File: config.mk
export PLATFORM = sky130hd
export DESIGN_NAME = flasher_datapath
export DESIGN_NICKNAME = d
export VERILOG_FILES = /design/src/rtl/flasher_pkg.sv /design/src/rtl/flasher_counter.sv /design/src/rtl/flasher_datapath.sv
export SDC_FILE = /design/constraint.sdc
export NUM_CORES = 1
export LEC_CHECK = 0
export CAP_MARGIN = 20
export CORE_ASPECT_RATIO = 1.4
export CORE_UTILIZATION = 40
export CTS_BUF_LIST = sky130_fd_sc_hd__clkbuf_2
export DETAILED_ROUTE_END_ITERATION = 16
export GPL_TIMING_DRIVEN = 1
export PLACE_DENSITY = 0.73
export REMOVE_ABC_BUFFERS = 1
export SLEW_MARGIN = 40
export SYNTH_ARGS = -nofsm -noshare
export SYNTH_HDL_FRONTEND = slang
export SYNTH_SLANG_ARGS = --single-unit
File: constraint.sdc
create_clock -name clk -period 2.1 [get_ports clk]
set_input_delay 0.315 -clock clk [delete_from_list [all_inputs] [get_ports clk]]
set_output_delay 0.315 -clock clk [all_outputs]
set_load 0.02 [all_outputs]
File: src/rtl/flasher_pkg.sv
// Shared definitions for the bound-flasher controller.
// Used by both the next-state generator and the sequential datapath:
//   - main state encodings
//   - count command encodings
//   - default LED count and counter width
//   - a helper that folds the unused state encoding back to INIT_STATE
package flasher_pkg;

   localparam int LED_NUM_DEF = 16;
   localparam int CNT_W_DEF   = 5;

   typedef enum logic [2:0] {
      INIT_STATE       = 3'd0,
      ONLED0_15_STATE  = 3'd1,
      OFFLED15_5_STATE = 3'd2,
      ONLED5_10_STATE  = 3'd3,
      OFFLED10_0_STATE = 3'd4,
      ONLED0_5_STATE   = 3'd5,
      OFFLED5_0_STATE  = 3'd6
   } main_state_t;

   typedef enum logic [1:0] {
      COUNT_DIS     = 2'b00,
      COUNT_UP_EN   = 2'b01,
      COUNT_DOWN_EN = 2'b10
   } count_state_t;

   // 3'd7 is not a legal state; treat it as a request to restart from INIT.
   function automatic logic [2:0] sanitize_state(input logic [2:0] state_in);
      logic [2:0] result;
      result = state_in;
      if (state_in == 3'd7) begin
         result = INIT_STATE;
      end
      return result;
   endfunction

endpackage

File: src/rtl/flasher_counter.sv
// Saturating load/up/down LED counter plus the registered thermometer bar.
// Ports:
//   clk, rst_n          clock, asynchronous active-low reset
//   load_value, load_en immediate load (clamped to LED_NUM), wins over counting
//   count_state         COUNT_DIS / COUNT_UP_EN / COUNT_DOWN_EN (2'b11 holds)
//   counter             registered count, 0..LED_NUM
//   led                 registered thermometer of counter (led[i] = i < counter)
module flasher_counter
   import flasher_pkg::*;
#(
   parameter int LED_NUM = LED_NUM_DEF,
   parameter int CNT_W   = CNT_W_DEF
) (
   input  logic               clk,
   input  logic               rst_n,
   input  logic [CNT_W-1:0]   load_value,
   input  logic               load_en,
   input  logic [1:0]         count_state,
   output logic [CNT_W-1:0]   counter,
   output logic [LED_NUM-1:0] led
);

   localparam logic [CNT_W-1:0] MAX_CNT = CNT_W'(LED_NUM);

   logic [CNT_W-1:0]   counter_next;
   logic [LED_NUM-1:0] led_next;

   always_comb begin
      counter_next = counter;
      if (load_en) begin
         counter_next = (load_value > MAX_CNT) ? MAX_CNT : load_value;
      end else begin
         case (count_state)
            COUNT_UP_EN: begin
               if (counter < MAX_CNT) begin
                  counter_next = counter + CNT_W'(1);
               end
            end
            COUNT_DOWN_EN: begin
               if (counter != '0) begin
                  counter_next = counter - CNT_W'(1);
               end
            end
            default: counter_next = counter;
         endcase
      end
   end

   // Decoding the bar from counter_next keeps led aligned with counter on
   // every cycle instead of trailing it by one.
   for (genvar gi = 0; gi < LED_NUM; gi++) begin : g_thermo
      assign led_next[gi] = (counter_next > CNT_W'(gi));
   end

   always_ff @(posedge clk or negedge rst_n) begin
      if (!rst_n) begin
         counter <= '0;
         led     <= '0;
      end else begin
         counter <= counter_next;
         led     <= led_next;
      end
   end

endmodule

File: src/rtl/flasher_datapath.sv
// Sequential half of the bound-flasher controller.
// Holds the main state register and the LED counter, applies the generator's
// next-state/load/count commands and returns counter and kickback feedback.
// Ports:
//   clk, rst_n       clock, asynchronous active-low reset
//   flick            user flick request (synchronous)
//   main_state_n     next main state from the generator
//   counter_load     load value, counter_load_en load strobe (priority)
//   count_state      count command
//   main_state       registered current state
//   counter          registered LED count
//   kickback_match   combinational kickback condition
//   led              registered thermometer bar
module flasher_datapath
   import flasher_pkg::*;
#(
   parameter int LED_NUM = LED_NUM_DEF,
   parameter int CNT_W   = CNT_W_DEF
) (
   input  logic               clk,
   input  logic               rst_n,
   input  logic               flick,
   input  logic [2:0]         main_state_n,
   input  logic [CNT_W-1:0]   counter_load,
   input  logic               counter_load_en,
   input  logic [1:0]         count_state,
   output logic [2:0]         main_state,
   output logic [CNT_W-1:0]   counter,
   output logic               kickback_match,
   output logic [LED_NUM-1:0] led
);

   always_ff @(posedge clk or negedge rst_n) begin
      if (!rst_n) begin
         main_state <= INIT_STATE;
      end else begin
         main_state <= sanitize_state(main_state_n);
      end
   end

   flasher_counter #(
      .LED_NUM (LED_NUM),
      .CNT_W   (CNT_W)
   ) u_counter (
      .clk         (clk),
      .rst_n       (rst_n),
      .load_value  (counter_load),
      .load_en     (counter_load_en),
      .count_state (count_state),
      .counter     (counter),
      .led         (led)
   );

   // Kickback points: the 5-LED trough of OFFLED15_5 and the empty trough of
   // OFFLED10_0. OFFLED5_0 reaching 0 is deliberately not a kickback point.
   always_comb begin
      kickback_match = flick &
         (((main_state == OFFLED15_5_STATE) && (counter == CNT_W'(5))) ||
          ((main_state == OFFLED10_0_STATE) && (counter == CNT_W'(0))));
   end

endmodule
==> metrics.md <==
| Metric | Value |
|---|---|
| Status | complete, but fails checks |
| Failing checks | negative setup slack |
| Number of global-route vias before repair | 1159 |
| Final WS setup | -0.00606 ns |
| # port buffers | 38 |
| Detailed placement HPWL | 2560 um |
| Initial antenna violation count | 0 |
| CP Capture Type | flop |
| Final setup viols | 1 |
| Worst EP arrival | 2.36 ns |
| Hold crit path type | primary input to asynchronous set/reset pin |
| Row cnt | 24 |
| First-pass GRT wire length | 5480 um |
| # nets final | 196 |
| Worst Skew | 0.00612 ns |
| Max Freq | 0.475 GHz |
| Worst skew pair latency | 0.32 ns |
| Die Footprint | 0.00345 sq mm |
| Final ANT Viol Nets | 0 |
| Syn Area/Cell | 10.9 sq um |
| Max-slew violations | 0 |
| Placer Congestion | 0.826 |
| TritonCTS clock tree | built |
| Register area share after synthesis | 46.7% |
| Global Route Usage Sum | 20.8% |
| Synth area leaders | dfrtp_1, ha_1, inv_1, a21oi_1, o21ai_0 |
| CORE AREA | 0.00309 sq mm |
| Syn Inst Count | 118 |
| WP data required | 2.35 ns |
| Final Instance Count excl. Fillers | 215 |
| Post-synth top area share | 46.7% |
| Synth Cell Area | 0.00129 sq mm |
| Die Wd | 49.9 um |
| # Max-Cap Violations | 0 |
| WL per Instance | 15.3 um |
| Initial core utilization | 41.6% |
| Startpoint Class | flop |
| Lkg Pwr | 0.844 nW |
| CTS Buf Count | 3 |
| Share of layout cells above drive strength 1 | 29.5% |
| Register bit total from synthesis | 24 |
| Clock root cell | clkbuf_2 |
| Clk sink count | 24 |
| VDD IR max | 678 uV |
| P&R area growth vs syn | 49.3% |
| Fill cells | 261 |
| Io pins | 39 |
| Final hold violations | 0 |
| Clk slew on worst S/H paths | 0.21 ns |
| Remaining global-route overflow | 0 |
| Pre-CTS WS | -0.324 ns |
| Max H-tree Level | 1 |
| Placed insts | 210 |
| Commonest non-fill, non-tap cells in the layout | clkdlybuf4s50_1, dfrtp_1, buf_4, inv_1, a21oi_1 |
| Synth Flop Type | dfrtp_1 |
| Tcrit/Tclk final | 100% |
| Largest net degree at the start of global routing | 25 |
| Rel. slew slack | 67.8% |
| Die span in y | 69.1 um |
| Slew @ Worst Pin | 0.482 ns |
| Vias/cell | 5.14 |
| Post-synth EDFFs | 0 |
| Drt first-iter violations | 28 |
| Yosys cell types | 44 |
| Critical-path maximum fanout | 5 |
| Synthesis Warnings | 0 |
| DR pass1 iterations | 4 |
| Worst Path Class, Setup | flop to flop |
| Fraction of registers with async set or reset after synthesis | 100% |
| Drc violations | 0 |
| CTS Buffer Depth | 2 |
| Period minus WS final | 2.11 ns |
| Vias | 1106 |
| Top cell type by total area after synthesis | dfrtp_1 |
| Final core utilization | 62.1% |
| Unrepaired setup endpoints after global routing | true |
| Pwr per Cell Area | 667 mW/mm^2 |
| Antenna cells | 0 |
| Most frequent standard cell in the layout excluding fill and tap cells | clkdlybuf4s50_1 |
| Drt total wl | 3290 um |
state kept, by name, summed over array words and instances, names as in the netlist:
name / cells
u_counter.led: 16
u_counter.counter: 5
main_state: 3
routing by layer:
metal,track usage [%],vias up,wire (um)
met3,0.221,8,70
met5,0,-,0
li1,-,538,-
met1,22.3,531,1220
met4,12.1,0,99
met2,39.3,29,1900
cell usage after synthesis, types with 2 or more instances:
| library cell | instances |
|---|---|
| nor3_2 | 2 |
| a31oi_1 | 3 |
| nand2_1 | 5 |
| o31ai_1 | 2 |
| buf_4 | 2 |
| o211ai_1 | 2 |
| inv_1 | 14 |
| nand2b_1 | 2 |
| a21oi_1 | 7 |
| nor2b_1 | 2 |
| o21ai_0 | 6 |
| nand4b_1 | 2 |
| buf_2 | 4 |
| nor2_1 | 2 |
| o31ai_2 | 2 |
| ha_1 | 5 |
| nand4_1 | 3 |
| a21boi_0 | 3 |
| dfrtp_1 | 24 |
| mux2_2 | 2 |
stage by stage:
step / TNS, ns / power [mW] / instance area [sq um] / hold WS (ns)
final: -0.00606 / 1.28 / 1920 / 0.328
after detailed placement: -4.36 / 1.08 / 1830 / 0.712
after global placement: -3.38 / 1.07 / 1830 / 0.689
after CTS: -0.0145 / 1.27 / 1880 / 0.331
after floorplan: -1.20 / 0.809 / 1240 / 0.0194
after global routing: -0.455 / 1.35 / 1920 / 0.323
worst paths after layout:
| path | from | endpoint | slack (ns) | cells past startpoint |
|---|---|---|---|---|
| min in group clk | main_state_n[2] | main_state[2] | 0.57 | 2 |
| max | u_counter.counter[0] | u_counter.led[14] | -0.006 | 8 |
| min | rst_n | u_counter.counter[3] | 0.33 | 2 |
| max in group asynchronous | rst_n | u_counter.counter[1] | 1.55 | 2 |
| min reg2reg | u_counter.counter[1] | u_counter.led[9] | 0.97 | 5 |
| max reg2reg | u_counter.counter[0] | u_counter.led[14] | -0.006 | 8 |
power breakdown:
part	switching [mW]	leakage (nW)	total (mW)	internal (mW)
Combinational	0.289	0.545	0.568	0.279
Sequential	0.0246	0.285	0.546	0.521
Clock	0.125	0.0140	0.167	0.0414
Total	0.438	0.844	1.28	0.842
area by class of cell:
| class | instances | area (sq um) | area share (%) |
|---|---|---|---|
| clock buffer | 3 | 15.0 | 0.782 |
| inverter | 14 | 52.6 | 2.74 |
| sequential | 24 | 601 | 31.3 |
| clock inverter | 1 | 3.75 | 0.195 |
| multi-input combinational | 73 | 634 | 33.0 |
| tap | 39 | 48.8 | 2.54 |
| timing repair buffer | 61 | 566 | 29.4 |
cells by family (layout without fill, tap and decap cells):
family,after synthesis,count (layout),synth area share [%]
compound gates,37,37,23.0
fa+ha+maj,5,5,4.86
buf+inv,21,79,7.68
flops,24,24,46.7
mux,2,2,1.75
simple gates,29,29,16.1
worst max-delay path, cell delays in order (launching register included):
cell	delay, ns
dfrtp_1	0.43
inv_2	0.08
ha_4	0.15
or4b_4	0.50
buf_6	0.14
o21a_4	0.21
nor3_4	0.17
o22ai_2	0.15
o31ai_2	0.21
repair_timing:
action,CTS,global route
pin swaps,1,3
buffers inserted,0,1
endpoints found under the setup margin,10,12
hold buffers,0,0
gates resized for setup,13,10
(Power assumes the default switching activity.)
